## config.mk

```make
export PLATFORM = sky130hd
export DESIGN_NAME = shot_seq_ctrl
export DESIGN_NICKNAME = d
export VERILOG_FILES = /design/src/rtl/shot_pkg.sv /design/src/rtl/edge_capture.sv /design/src/rtl/shot_seq_ctrl.sv
export SDC_FILE = /design/constraint.sdc
export NUM_CORES = 1
export LEC_CHECK = 0
export CAP_MARGIN = 20
export CELL_PAD_IN_SITES_DETAIL_PLACEMENT = 0
export CELL_PAD_IN_SITES_GLOBAL_PLACEMENT = 1
export CORE_ASPECT_RATIO = 1.1
export CORE_MARGIN = 8
export CORE_UTILIZATION = 40
export DETAILED_ROUTE_END_ITERATION = 7
export PLACE_DENSITY_LB_ADDON = 0.3
export SYNTH_ARGS = -nofsm -noshare
export SYNTH_HDL_FRONTEND = slang
export SYNTH_HIERARCHICAL = 1
export SYNTH_SLANG_ARGS = --single-unit
```

## constraint.sdc

```tcl
create_clock -name clk8M -period 2.8 [get_ports clk8M]
set_clock_uncertainty 0.05 [all_clocks]
set_input_delay 0.56 -clock clk8M [delete_from_list [all_inputs] [get_ports clk8M]]
set_output_delay 0.56 -clock clk8M [all_outputs]
set_load 0.05 [all_outputs]
```

## src/rtl/shot_pkg.sv

```systemverilog
// Shared state encoding and clk8M-derived timing constants for the shot sequencer.
package shot_pkg;

    typedef enum logic [2:0] {
        StIdle    = 3'd0,
        StArming  = 3'd1,
        StWait    = 3'd2,
        StCapture = 3'd3,
        StDone    = 3'd4,
        StHoldoff = 3'd5
    } state_t;

    localparam int unsigned NCH_DEF       = 4;
    localparam int unsigned CW_DEF        = 16;
    localparam int unsigned CLK_HZ        = 8_000_000;
    localparam int unsigned TMO_1MS       = CLK_HZ / 1000;
    localparam int unsigned HOLDOFF_500US = CLK_HZ / 2000;
    localparam int unsigned SETTLE_LPF    = 8;

    function automatic logic is_busy(state_t s);
        return (s == StArming) || (s == StWait) || (s == StCapture);
    endfunction

endpackage

```

## src/rtl/edge_capture.sv

```systemverilog
// One slope_det channel: det history, rising-edge detect and first-hit timestamp latch.
module edge_capture #(
    parameter int unsigned CW = 16
) (
    input  logic          clk8M,
    input  logic          reset_n,
    input  logic          det,
    input  logic [CW-1:0] cnt,
    input  logic          capture_en,
    input  logic          clear,
    input  logic          clear_hit,
    output logic          hit,
    output logic          new_hit,
    output logic [CW-1:0] ts
);

    logic          det_q;
    logic          hit_q, hit_d;
    logic [CW-1:0] ts_q, ts_d;

    always_comb begin
        // Only the first rising edge after arming is kept.
        new_hit = capture_en & det & ~det_q & ~hit_q;
        hit_d   = hit_q;
        ts_d    = ts_q;
        if (clear) begin
            hit_d = 1'b0;
            ts_d  = '0;
        end else if (clear_hit) begin
            hit_d = 1'b0;
        end else if (new_hit) begin
            hit_d = 1'b1;
            ts_d  = cnt;
        end
    end

    always_ff @(posedge clk8M or negedge reset_n) begin
        if (!reset_n) begin
            det_q <= 1'b0;
            hit_q <= 1'b0;
            ts_q  <= '0;
        end else begin
            det_q <= det;
            hit_q <= hit_d;
            ts_q  <= ts_d;
        end
    end

    assign hit = hit_q;
    assign ts  = ts_q;

endmodule

```

## src/rtl/shot_seq_ctrl.sv

```systemverilog
// Shot sequencer: latches slope config, arms the slope_det array, timestamps the
// first edge per channel against a shared timebase and hands results to the host.
module shot_seq_ctrl
    import shot_pkg::*;
#(
    parameter int unsigned   NCH     = NCH_DEF,
    parameter int unsigned   CW      = CW_DEF,
    parameter logic [CW-1:0] TMO     = CW'(TMO_1MS),
    parameter int unsigned   SETTLE  = SETTLE_LPF,
    parameter int unsigned   HOLDOFF = HOLDOFF_500US
) (
    input  logic              clk8M,
    input  logic              reset_n,
    input  logic              arm,
    input  logic              abort,
    input  logic              ack,
    input  logic [5:0]        slope_cfg,
    input  logic              slope_neg_cfg,
    input  logic [NCH-1:0]    det,
    output logic [5:0]        slope,
    output logic              slope_neg,
    output logic [NCH*CW-1:0] ts,
    output logic [NCH-1:0]    hit,
    output logic              busy,
    output logic              done,
    output logic              timeout,
    output logic [2:0]        state
);

    state_t        state_q, state_d;
    logic [CW-1:0] cnt_q, cnt_d;
    logic [5:0]    slope_q, slope_d;
    logic          slope_neg_q, slope_neg_d;
    logic          timeout_q, timeout_d;
    logic          busy_q, busy_d;
    logic          done_q, done_d;

    logic           capture_en, clear, clear_hit;
    logic [NCH-1:0] new_hit;
    logic           all_hit, any_new;

    for (genvar i = 0; i < NCH; i++) begin : g_ch
        edge_capture #(
            .CW(CW)
        ) u_cap (
            .clk8M      (clk8M),
            .reset_n    (reset_n),
            .det        (det[i]),
            .cnt        (cnt_q),
            .capture_en (capture_en),
            .clear      (clear),
            .clear_hit  (clear_hit),
            .hit        (hit[i]),
            .new_hit    (new_hit[i]),
            .ts         (ts[i*CW +: CW])
        );
    end

    assign all_hit = &(hit | new_hit);
    assign any_new = |new_hit;

    always_comb begin
        state_d     = state_q;
        cnt_d       = cnt_q;
        slope_d     = slope_q;
        slope_neg_d = slope_neg_q;
        timeout_d   = timeout_q;
        capture_en  = 1'b0;
        clear       = 1'b0;
        clear_hit   = 1'b0;

        if (abort) begin
            state_d   = StIdle;
            cnt_d     = '0;
            timeout_d = 1'b0;
            clear_hit = 1'b1;
        end else begin
            unique case (state_q)
                StIdle: begin
                    if (arm) begin
                        slope_d     = slope_cfg;
                        slope_neg_d = slope_neg_cfg;
                        timeout_d   = 1'b0;
                        cnt_d       = '0;
                        clear       = 1'b1;
                        state_d     = StArming;
                    end
                end
                StArming: begin
                    if (cnt_q == CW'(SETTLE - 1)) begin
                        cnt_d   = '0;
                        state_d = StWait;
                    end else begin
                        cnt_d = cnt_q + 1'b1;
                    end
                end
                StWait: begin
                    // cnt is 0 here, so the opening edges are stamped 0.
                    capture_en = 1'b1;
                    if (any_new) begin
                        cnt_d     = CW'(1);
                        timeout_d = 1'b0;
                        state_d   = all_hit ? StDone : StCapture;
                    end
                end
                StCapture: begin
                    capture_en = 1'b1;
                    cnt_d      = cnt_q + 1'b1;
                    if (all_hit) begin
                        timeout_d = 1'b0;
                        state_d   = StDone;
                    end else if (cnt_q == TMO) begin
                        timeout_d = 1'b1;
                        state_d   = StDone;
                    end
                end
                StDone: begin
                    if (ack) begin
                        cnt_d   = '0;
                        state_d = StHoldoff;
                    end
                end
                StHoldoff: begin
                    if (cnt_q == CW'(HOLDOFF - 1)) begin
                        cnt_d   = '0;
                        state_d = StIdle;
                    end else begin
                        cnt_d = cnt_q + 1'b1;
                    end
                end
                default: begin
                    cnt_d   = '0;
                    state_d = StIdle;
                end
            endcase
        end

        busy_d = is_busy(state_d);
        done_d = (state_d == StDone);
    end

    always_ff @(posedge clk8M or negedge reset_n) begin
        if (!reset_n) begin
            state_q     <= StIdle;
            cnt_q       <= '0;
            slope_q     <= '0;
            slope_neg_q <= 1'b0;
            timeout_q   <= 1'b0;
            busy_q      <= 1'b0;
            done_q      <= 1'b0;
        end else begin
            state_q     <= state_d;
            cnt_q       <= cnt_d;
            slope_q     <= slope_d;
            slope_neg_q <= slope_neg_d;
            timeout_q   <= timeout_d;
            busy_q      <= busy_d;
            done_q      <= done_d;
        end
    end

    assign slope     = slope_q;
    assign slope_neg = slope_neg_q;
    assign timeout   = timeout_q;
    assign busy      = busy_q;
    assign done      = done_q;
    assign state     = state_q;

endmodule
```

After elaboration in Yosys (flattened, before gate mapping)
Index checks and enable logic that the tools add are counted.
{ "totals": {"ff_bits": 101, "in_bits": 16} }
{ "op_classes": {"add_sub_neg": 1, "eq_ne": 17, "n_mux": 53, "bitwise": 22, "reduce_logical": 22} }
{ "op_table": {"columns": ["cell", "count"], "rows": [
  ["16-bit 2-to-1 mux", 18],
  ["16-bit one-hot mux with 6 select lines", 1],
  ["3-bit 2-to-1 mux", 9],
  ["1-bit 2-to-1 mux", 23],
  ["3-bit one-hot mux with 6 select lines", 1],
  ["16-bit by 1-bit adder with 16-bit output, second input constant", 1],
  ["16-bit by 12-bit equality test with 1-bit output, second input constant", 1],
  ["16-bit by 13-bit equality test with 1-bit output, second input constant", 1],
  ["16-bit by 3-bit equality test with 1-bit output, second input constant", 1],
  ["1-bit bitwise AND", 12],
  ["3-bit by 2-bit equality test with 1-bit output, second input constant", 4],
  ["3-bit nonzero test", 4],
  ["3-bit equality test, second input constant", 3],
  ["3-bit != test, second input constant", 3],
  ["1-bit inverter", 9],
  ["2-bit AND reduction", 4],
  ["4-bit AND reduction", 2],
  ["2-bit nonzero test", 4],
  ["3-bit by 1-bit equality test with 1-bit output, second input constant", 2],
  ["3-bit AND reduction", 2],
  ["4-bit != test, second input constant", 1],
  ["4-bit OR", 1],
  ["4-bit nonzero test", 1],
  ["4-bit OR reduction", 1],
  ["other kinds (5)", 6]
]} }

Logic depth before layout (Yosys ltp)
Gate-level depths: netlist of the first run.
{ "logic_depth": {"word_depth": 16, "ltp_mapped": 10} }

Modules after synthesis
The synthesis of the first run kept the hierarchy.
{ "by_module_without_submodules": {"columns": ["module", "n_inst", "cells_per_inst", "area_each_um2", "seq_area_each_um2"], "rows": [
  ["edge_capture", 4, 43, 678.2, 450.4],
  ["shot_seq_ctrl", 1, 189, 1804.2, 725.7]
]} }

Least setup slack after synthesis of the first run
No wires, ideal clock.
{ "synth_path": {"path_type": "register to register", "start": "register state_q[2], in the netlist state[2]", "end": "register done_q, in the netlist done", "t_arrival_ns": 2.779, "required_time_ns": 2.630, "setup_slack_ns": -0.149, "stages_incl_launch_ff": 10, "path_buffers": 1, "period_less_slack_ns": 2.949, "path_cell_list": "dfrtp_1 > clkbuf_1 > nand2b_1 > nor2_1 > and4bb_2 > nor4_1 > or3_1 > o32ai_1 > or3_4 > and4_1"} }
{ "synth_between": {"elab_chain_cells": 14} }
{ "synth_rtl": {"columns": ["element", "line_no", "source"], "rows": [
  ["start: declaration", "shot_seq_ctrl.sv:30", "state_t state_q, state_d;"],
  ["start signal: assignment", "shot_seq_ctrl.sv:144", "state_q <= StIdle;"],
  ["start signal: assignment", "shot_seq_ctrl.sv:152", "state_q <= state_d;"],
  ["3-bit by 2-bit equality test with 1-bit output", "shot_seq_ctrl.sv:78", "unique case (state_q)"],
  ["2-bit OR reduction (no line) *", null, null],
  ["1-bit 2-to-1 mux *", "shot_seq_ctrl.sv:78", null],
  ["1-bit 2-to-1 mux *", "shot_seq_ctrl.sv:72", "if (abort) begin"],
  ["named net capture_en", "shot_seq_ctrl.sv:38", "logic capture_en, clear, clear_hit;"],
  ["1-bit bitwise AND * (3 in a row)", "edge_capture.sv:23", "new_hit = capture_en & det & ~det_q & ~hit_q;"],
  ["named net new_hit[0]", "shot_seq_ctrl.sv:39", "logic [NCH-1:0] new_hit;"],
  ["4-bit OR", "shot_seq_ctrl.sv:59", "assign all_hit = &(hit | new_hit);"],
  ["4-bit AND reduction", "shot_seq_ctrl.sv:59", null],
  ["3-bit 2-to-1 mux", "shot_seq_ctrl.sv:103", "state_d = all_hit ? StDone : StCapture;"],
  ["3-bit 2-to-1 mux", "shot_seq_ctrl.sv:100", "if (any_new) begin"],
  ["3-bit one-hot mux with 6 select lines *", "shot_seq_ctrl.sv:78", null],
  ["3-bit 2-to-1 mux *", "shot_seq_ctrl.sv:72", null],
  ["3-bit equality test *", "shot_seq_ctrl.sv:139", "done_d = (state_d == StDone);"],
  ["named net done_d", "shot_seq_ctrl.sv:36", "logic done_q, done_d;"],
  ["end signal: assignment", "shot_seq_ctrl.sv:158", "done_q <= done_d;"],
  ["end: declaration", "shot_seq_ctrl.sv:36", null]
]} }
The timed path passes the listed nets; every way through them passes the cells marked *.
A chain may end at the register's enable or synchronous reset.

Worst setup path in the final report of the first run
{ "layout_path": {"start": "input port abort", "end": "register cnt_q[14]"} }
{ "layout_between": {"elab_chain_cells": 7} }
{ "layout_rtl": {"columns": ["element", "line_no", "source"], "rows": [
  ["start: declaration", "shot_seq_ctrl.sv:15", "input logic abort,"],
  ["1-bit 2-to-1 mux", "shot_seq_ctrl.sv:72", null],
  ["named net capture_en", "shot_seq_ctrl.sv:38", null],
  ["1-bit bitwise AND (3 in a row)", "edge_capture.sv:23", null],
  ["named net new_hit[0]", "shot_seq_ctrl.sv:39", null],
  ["4-bit OR reduction", "shot_seq_ctrl.sv:60", "assign any_new = |new_hit;"],
  ["3-bit != test (no line)", null, null],
  ["3-bit AND reduction (no line)", null, null],
  ["end signal: assignment", "shot_seq_ctrl.sv:153", "cnt_q <= cnt_d;"],
  ["end: declaration", "shot_seq_ctrl.sv:31", "logic [CW-1:0] cnt_q, cnt_d;"]
]} }
The timed path passes the listed nets, and every way through them passes these cells.

==> results.json, run 1 <==
{
  "status": "completed",
  "clk_pin_slew_ns": 0.07,
  "synth.avg_cell_area_sq_um": 12.5,
  "start_kind": "primary input",
  "rows": 40,
  "post_cts_buffers": 0,
  "ir_drop_mv": 0.330,
  "slowest_delay_ns": 0.54,
  "die_x_microns": 117,
  "synth_area_sq_um": 4520,
  "cp_slowest_cell": "or4_1",
  "synth_cell_types": 54,
  "drive_gt1_share_pct": 26.0,
  "cts_made_buffers": 9,
  "yosys.area.top_type": "dfrtp_1",
  "post-dp-hpwl_microns": 8600,
  "fin_ws_ns": 0.303,
  "ys_top_cells_by_area": "dfrtp_1 (56%), a22o_2 (8.9%), a22o_1 (5.0%)",
  "critPathMaxFanout": 9,
  "worstPathRequired_ns": 3.02,
  "wl_per_cell_microns": 18.6,
  "power.internal_mw": 2.23,
  "slew_headroom_pct": 46.2,
  "areaGrowthSynthToFinish_pct": 35.7,
  "final_common_cell": "dfrtp_1",
  "finalHoldViolCount": 0,
  "setup_viol": 0,
  "ys_warn_count": 6,
  "drv_cap": 0,
  "coreArea_sq_um": 11000,
  "synth_top_area_share_pct": 56.0,
  "finalSetupTns_ns": 0,
  "routed_wl_microns": 11900,
  "regToRegSetupSlack_ns": 0.33,
  "clock_latency_ns": 0.34,
  "worstSetupPathType": "primary input to register",
  "viasPerCell": 5.51,
  "die_height_microns": 127,
  "layout.nets": 505,
  "vias": 3522,
  "synthArstFlopShare_pct": 100,
  "max_freq_mhz": 401,
  "p_sw_mw": 0.768,
  "syn-instance-count": 361,
  "hold_path_class": "primary input to async pin",
  "cts_resized": 0,
  "cts_buffer_depth": 2,
  "final_cell_mix": "dfrtp_1 (100), clkdlybuf4s50_1 (95), a22o_2 (40)",
  "p_clk_share_pct": 39.7,
  "grt_antenna_before_repair": 0,
  "worst_setup_path_end_kind": "register",
  "grt_usage_pct": 16.4,
  "antenna-diode-count": 0,
  "drcViolationCount": 0,
  "period_minus_slack_ns": 2.50,
  "grt_first_pass_wirelength_microns": 20100,
  "fin_util_pct": 55.9,
  "numPortBuffers": 96,
  "final_max_slew_viol_count": 0,
  "cts.sinks": 101,
  "place.gp.congestion": 0.814,
  "ant_nets": 0,
  "synth_flop_cell": "dfrtp_1",
  "worst_slew_pin_slew_ns": 0.808,
  "rsz0062_at_grt": "no",
  "leakage_nw": 2.70,
  "synth_seq_cells": 101,
  "pwr-share-comb_pct": 10.2,
  "drt_iter0_drc": 188,
  "dp_slack_ns": -0.0311,
  "seqPwrFrac_pct": 50.1,
  "crit_chain": "clkdlybuf4s50_1 -> nor2_1 -> and4bb_2 -> nor4_2 -> buf_4 -> a22o_1 -> or4_1 -> nand3_1",
  "switching_share_pct": 25.6,
  "cts_max_level": 3,
  "overflow": 0,
  "fin_crit_sh_pct": 89.2,
  "cp.arrival_ns": 2.72,
  "cts_root_buffer": "clkbuf_16",
  "ctsHoldBuffers": 0,
  "synth_fp_nets": 379,
  "synth-edff-count": 0,
  "p_per_area_nw_per_um2": 490,
  "grt_max_degree": 52,
  "synth.yosys.seq_area_share_pct": 56.0,
  "io_pins": 97,
  "die_area_sq_um": 15000,
  "start_util_pct": 41.2,
  "first_pass_iters": 5,
  "cts_tree": "yes",
  "first_global_vias": 3658
}
-- worst paths after layout --
path | start | cells after the start | endpoint
setup / recovery | abort | 8 | cnt_q[14]
setup reg to reg | cnt_q[15] | 6 | cnt_q[10]
hold reg to reg | g_ch[0].u_cap/ts[12] | 1 | g_ch[0].u_cap/ts[12]
hold / removal | reset_n | 1 | g_ch[3].u_cap/ts[7]
max in group asynchronous | reset_n | 2 | cnt_q[3]
min in group clk8M | g_ch[0].u_cap/ts[12] | 1 | g_ch[0].u_cap/ts[12]
-- synth_stat cells (3+ instances only) --
library cell and n:
o21ai_0 12, dfrtp_1 101, nor4b_1 3, a21oi_1 9
and4bb_2 4, nor4_1 7, a21o_1 7, buf_2 5
nor3b_4 4, nand2_1 12, clkbuf_1 7, a31oi_1 5
and2_1 3, or4_1 4, a22o_1 26, inv_1 13
nor3_1 8, or3_1 4, mux2_2 7, a22o_2 40
nand4_1 5, nand3_1 12, buf_6 6, a21oi_2 4
or2_2 3, nor2_1 13
-- cell type report --
| cell class | instances | area (sq um) |
|---|---|---|
| Sequential cell | 101 | 2530 |
| Inverter | 13 | 48.8 |
| Fill cell | 947 | 4830 |
| Timing Repair Buffer | 134 | 1270 |
| Clock buffer | 11 | 243 |
| Multi-Input combinational cell | 228 | 1810 |
| Clock inverter | 5 | 42.5 |
| Tap cell | 147 | 184 |
-- routing by layer --
metal	GRT usage, %	wire (microns)	share of wire [%]
met1	20.6	5280	44
met2	26.3	5600	47
met3	4.80	855	7.2
met4	5.81	147	1.2
met5	0	0	0
-- kinds of logic (layout without fill, tap and decap cells) --
family                   Yosys count  after routing  share of synthesized area [%]
AO/OA/AOI/OAI                    118            118                           22.0
XOR/XNOR                           1              1                          0.194
adder cells (fa/ha/maj)            2              2                          0.554
buffers and inverters             32            163                           4.04
flip-flops                       101            101                           56.0
multiplexers                       9              9                           2.19
AND/OR/NAND/NOR                   98             98                           15.0
-- state kept, by name, summed over array words and instances (netlist names) --
signal and flops:
timeout 1, slope_neg 1, g_ch.u_cap/hit 4, busy 1, slope 6, g_ch.u_cap/det_q 4, done 1, state 3
g_ch.u_cap/ts 64, cnt_q 16
-- critical path: cells and delay by family --
kind,cells,cell delay (ns)
AOI/OAI and AO/OA,1,0.30
buffers and inverters,2,0.57
and+or+nand+nor,5,1.29
-- stage by stage --
stage | hold slack, ns | power [mW] | cell area, sq um | cells
2_1_floorplan | 0.214 | 1.70 | 4520 | 361
3_3_place_gp | 0.441 | 1.84 | 5840 | 623
3_5_place_dp | 0.442 | 1.84 | 5840 | 623
4_1_cts | 0.210 | 3.04 | 6130 | 639
5_1_grt | 0.237 | 3.12 | 6130 | 639
6_report | 0.182 | 3.00 | 6130 | 639
-- power groups by stage --
stage / sequential, mW / clock, mW / combinational (mW)
2_1_floorplan: 1.61 / 0 / 0.0879
3_3_place_gp: 1.53 / 0 / 0.308
3_5_place_dp: 1.53 / 0 / 0.309
4_1_cts: 1.50 / 1.23 / 0.310
5_1_grt: 1.51 / 1.28 / 0.331
6_report: 1.50 / 1.19 / 0.306
Power figures use the tool's default switching activity.
==> inputs of run 2 (changes only) <==
Settings changed: SYNTH_HIERARCHICAL 1 to unset.
Clock period 2.8 ns to 2.9 ns, I/O delays scaled along.
==> results.json, run 2 <==
{
  "status": "completed",
  "cts_buffer_depth": 2,
  "crit_chain": "ha_1 -> or4bb_1 -> or4_4 -> a221o_1 -> buf_4 -> a32oi_1 -> o31ai_1",
  "final_common_cell": "dfrtp_1",
  "synth_area_sq_um": 4670,
  "final_max_slew_viol_count": 0,
  "synth.yosys.seq_area_share_pct": 54.2,
  "antenna-diode-count": 0,
  "worst_slew_pin_slew_ns": 0.569,
  "finalSetupTns_ns": 0,
  "vias": 3926,
  "coreArea_sq_um": 11400,
  "leakage_nw": 2.83,
  "io_pins": 97,
  "p_total_mw": 2.92,
  "place.gp.congestion": 0.890,
  "setup_viol": 0,
  "cp_slowest_cell": "or4_4",
  "synth_top_area_share_pct": 54.2,
  "fillers": 1031,
  "yosys.area.top_type": "dfrtp_1",
  "yosys-top-cells-count": "dfrtp_1 (101), nand2_1 (74), a21oi_1 (49), nor2_1 (49)",
  "overflow": 0,
  "drive_gt1_share_pct": 12.2,
  "fin_crit_sh_pct": 91.0,
  "die_height_microns": 129,
  "post_cts_buffers": 0,
  "numPortBuffers": 96,
  "areaGrowthSynthToFinish_pct": 33.1,
  "post-dp-hpwl_microns": 9350,
  "drv_cap": 0,
  "ant_nets": 0,
  "layout.nets": 596,
  "rows": 41,
  "drt_iter0_drc": 271,
  "clock_latency_ns": 0.36,
  "grt_usage_pct": 17.6,
  "max_freq_mhz": 379,
  "ys_warn_count": 0,
  "ir_drop_mv": 0.381,
  "first_pass_iters": 4,
  "synth_flop_cell": "dfrtp_1",
  "cp.arrival_ns": 2.84,
  "worstSetupPathType": "register to register",
  "critPathMaxFanout": 5,
  "period_minus_slack_ns": 2.64,
  "synthArstFlopShare_pct": 100,
  "routed_wl_microns": 13300,
  "viasPerCell": 5.36,
  "slew_headroom_pct": 61.8,
  "rsz0062_at_grt": "no",
  "cts_root_buffer": "clkbuf_16",
  "largest_reg_flops": 64,
  "ctsHoldBuffers": 0,
  "stdcell_area_sq_um": 6210,
  "dpl_cell_area_sq_um": 5940,
  "grt_antenna_before_repair": 0,
  "wl_per_cell_microns": 18.1,
  "cts.sinks": 101,
  "hold_path_class": "primary input to async pin",
  "cts_made_buffers": 9,
  "die_area_sq_um": 15400,
  "grt_first_pass_wirelength_microns": 21300,
  "synth_cell_types": 56,
  "ys_top_cells_by_area": "dfrtp_1 (54%), nand2_1 (6.0%), mux2i_1 (5.8%)",
  "worst_setup_path_end_kind": "register",
  "start_kind": "register",
  "synth_fp_nets": 493,
  "start_util_pct": 40.8,
  "synth-edff-count": 0,
  "slowest_delay_ns": 0.51,
  "yosysMostFrequentCell": "dfrtp_1",
  "p_per_area_nw_per_um2": 470,
  "cts_max_level": 3,
  "worstPathRequired_ns": 3.10,
  "finalHoldViolCount": 0,
  "final_cell_mix": "dfrtp_1 (101), clkdlybuf4s50_1 (95), nand2_1 (74)",
  "cts_tree": "yes",
  "grt_max_degree": 53,
  "die_x_microns": 119,
  "synth.avg_cell_area_sq_um": 9.83,
  "drcViolationCount": 0,
  "holdWs_ns": 0.114,
  "clk_pin_slew_ns": 0.08,
  "synth_seq_cells": 101,
  "first_global_vias": 4071,
  "syn-instance-count": 475,
  "cts_resized": 0
}
## run 2: report_power, final
part           internal [mW]  total (mW)  switching [mW]
registers               1.43        1.45          0.0162
logic                  0.111       0.307           0.196
clock network          0.594        1.16           0.571
total                   2.14        2.92           0.783
## run 2: metrics by stage
| step | util [%] | std cells | setup WS [ns] |
|---|---|---|---|
| floorplan | - | 475 | 0.315 |
| global placement | 51.9 | 717 | 0.0479 |
| detailed placement | 51.9 | 717 | -0.0535 |
| CTS | 54.3 | 733 | 0.244 |
| global route | 54.3 | 733 | 0.107 |
| finish | 54.3 | 733 | 0.260 |
## run 2: path summary, 6_finish.rpt
check / from / to / slack (ns) / cells after the start
setup / recovery: cnt_q[1] / cnt_q[14] / 0.26 / 7
setup reg to reg: cnt_q[1] / cnt_q[14] / 0.26 / 7
hold / removal: reset_n / cnt_q[7] / 0.11 / 1
max in group asynchronous: reset_n / g_ch[2].u_cap.ts[1] / 2.02 / 2
hold reg to reg: slope[0] / slope[0] / 0.46 / 1
min in group clk8M: slope[0] / slope[0] / 0.46 / 1
## run 2: layout make-up
| class | instances | area [sq um] | area share (%) |
|---|---|---|---|
| clock buffers | 11 | 233 | 3.75 |
| repair buffers | 136 | 1270 | 20.5 |
| multi-input cells | 322 | 1920 | 30.9 |
| well taps | 150 | 188 | 3.02 |
| flip-flops and latches | 101 | 2530 | 40.7 |
| clock inverters | 5 | 43.8 | 0.705 |
| inverters | 8 | 30.0 | 0.483 |
## run 2: cell families after synthesis
family	synth area share, %
buffers and inverters	5.17
adders and majority gates	0.536
muxes	7.72
and+or+nand+nor	19.3
DFF	54.2
AOI/OAI and AO/OA	13.1
## run 2: worst max-delay path: cells and delay by family, from the launching register on
kind | cells | cell delay, ns
compound gates | 3 | 0.73
fa+ha+maj | 1 | 0.22
buf+inv | 1 | 0.19
flops | 1 | 0.41
simple gates | 2 | 0.92
## run 2: layer usage
metal	vias up	GRT usage, %	wire, microns	part of all wire [%]
met3	18	6.00	768	5.8
met5	-	0	0	0
li1	1854	-	-	-
met1	1958	21.9	5920	45
met2	96	28.0	6420	48
met4	0	5.96	187	1.4
==> inputs of run 3 (changes only) <==
Settings changed: PLACE_DENSITY set to 0.92, PLACE_DENSITY_LB_ADDON 0.3 to unset.
==> results.json, run 3 (synthesis gave the netlist of run 2 again) <==
{
  "clock_latency_ns": 0.35,
  "slowest_delay_ns": 0.60,
  "ctsHoldBuffers": 0,
  "seqPwrFrac_pct": 48.4,
  "drive_gt1_share_pct": 12.5,
  "start_kind": "register",
  "worstPathRequired_ns": 3.08,
  "antenna-diode-count": 0,
  "layout.nets": 595,
  "pwr-share-comb_pct": 10.1,
  "p_total_mw": 3.00,
  "cts_buffer_depth": 2,
  "leakage_nw": 2.85,
  "finalSetupTns_ns": 0,
  "first_global_vias": 4081,
  "power.internal_mw": 2.23,
  "grt_max_degree": 44,
  "switching_share_pct": 25.8,
  "viasPerCell": 5.34,
  "finalHoldViolCount": 0,
  "routed_wl_microns": 13000,
  "drt_iter0_drc": 254,
  "die_area_sq_um": 15400,
  "grt_usage_pct": 17.1,
  "drcViolationCount": 0,
  "p_per_area_nw_per_um2": 481,
  "grt_antenna_before_repair": 0,
  "worst_setup_path_end_kind": "register",
  "cp_common_cell": "or4_4",
  "post-dp-hpwl_microns": 9290,
  "setup_viol": 0,
  "cp_num_buf_inv": 0,
  "final_max_slew_viol_count": 0,
  "overflow": 0,
  "coreArea_sq_um": 11400,
  "numPortBuffers": 96,
  "final_common_cell": "dfrtp_1",
  "critPathTopFamily": "simple AND/OR/NAND/NOR gates",
  "status": "completed",
  "cp_slowest_cell": "a221o_1",
  "dpl_cell_area_sq_um": 5930,
  "critPathMaxFanout": 18,
  "rows": 41,
  "final_cell_mix": "dfrtp_1 (101), clkdlybuf4s50_1 (95), nand2_1 (74)",
  "cts.sinks": 101,
  "slew_headroom_pct": 54.6,
  "wl_per_cell_microns": 17.8,
  "ir_drop_mv": 0.229,
  "largest_reg_flops": 64,
  "place.gp.congestion": 0.862,
  "post_cts_buffers": 0,
  "first_pass_iters": 4,
  "cts_root_buffer": "clkbuf_16",
  "rsz0062_at_grt": "no",
  "cts_resized": 0,
  "ff_latch_area_sq_um": 2530,
  "crit_cells": 5,
  "start_util_pct": 40.8,
  "max_freq_mhz": 364,
  "worst_slew_pin_slew_ns": 0.681,
  "stdcell_area_sq_um": 6240,
  "die_x_microns": 119,
  "fillers": 1034,
  "crit_chain": "or4_4 -> or4_4 -> a221o_1 -> a32oi_1 -> o31ai_1",
  "hold_path_class": "primary input to async pin",
  "worstRegToRegCells": 5,
  "worstSetupPathType": "register to register",
  "areaGrowthSynthToFinish_pct": 33.8,
  "cts_max_level": 3,
  "p_clk_share_pct": 41.5,
  "grt_first_pass_wirelength_microns": 21100,
  "multi_input_area_sq_um": 1920,
  "period_minus_slack_ns": 2.74,
  "cts_tree": "yes",
  "cp.arrival_ns": 2.92,
  "vias": 3912,
  "cts_made_buffers": 9,
  "clk_pin_slew_ns": 0.07,
  "ant_nets": 0,
  "io_pins": 97,
  "die_height_microns": 129,
  "p_sw_mw": 0.774,
  "drv_cap": 0,
  "fin_crit_sh_pct": 94.6
}
run 3: final timing paths:
path,startpoint,slack (ns),to
min,reset_n,0.18,slope[2]
max,cnt_q[14],0.16,cnt_q[10]
max reg2reg,cnt_q[14],0.16,cnt_q[10]
min reg2reg,slope_neg,0.46,slope_neg
max in group asynchronous,reset_n,1.87,g_ch[0].u_cap.ts[10]
min in group clk8M,slope_neg,0.46,slope_neg
run 3: metrics by stage:
step / utilization (%) / worst slack (ns) / cells / hold WS, ns
after global routing: 54.6 / 0.0212 / 732 / 0.219
after CTS: 54.5 / 0.123 / 732 / 0.190
after floorplan: - / 0.315 / 475 / 0.234
after global placement: 51.8 / 0.0708 / 716 / 0.438
after detailed placement: 51.8 / -0.0689 / 716 / 0.446
final: 54.6 / 0.156 / 732 / 0.184
run 3: area by class of cell:
class                           count  area share, %
Sequential cell                   101           40.5
Multi-Input combinational cell    322           30.8
Timing Repair Buffer              135           20.2
Clock buffer                        9           3.61
Tap cell                          150           3.01
Clock inverter                      7           1.36
Inverter                            8          0.481
run 3: worst reg2reg max path, cell delays in order (launching register included):
cell     delay, ns
dfrtp_1       0.40
or4_4         0.58
or4_4         0.57
a221o_1       0.60
a32oi_1       0.33
o31ai_1       0.10
run 3: per-layer routing:
layer,GRT usage [%],vias to the layer above,share of wire [%]
met3,3.74,19,6.4
met1,21.4,1914,43
met2,27.7,118,49
met5,0,-,0
li1,-,1861,-
met4,8.49,0,1.8
run 3: power by group through the flow:
stage | combinational [mW] | sequential (mW) | clock (mW)
finish | 0.303 | 1.45 | 1.24
global route | 0.325 | 1.45 | 1.33
CTS | 0.306 | 1.45 | 1.27
detailed placement | 0.305 | 1.48 | 0
global placement | 0.302 | 1.48 | 0
floorplan | 0.0906 | 1.56 | 0
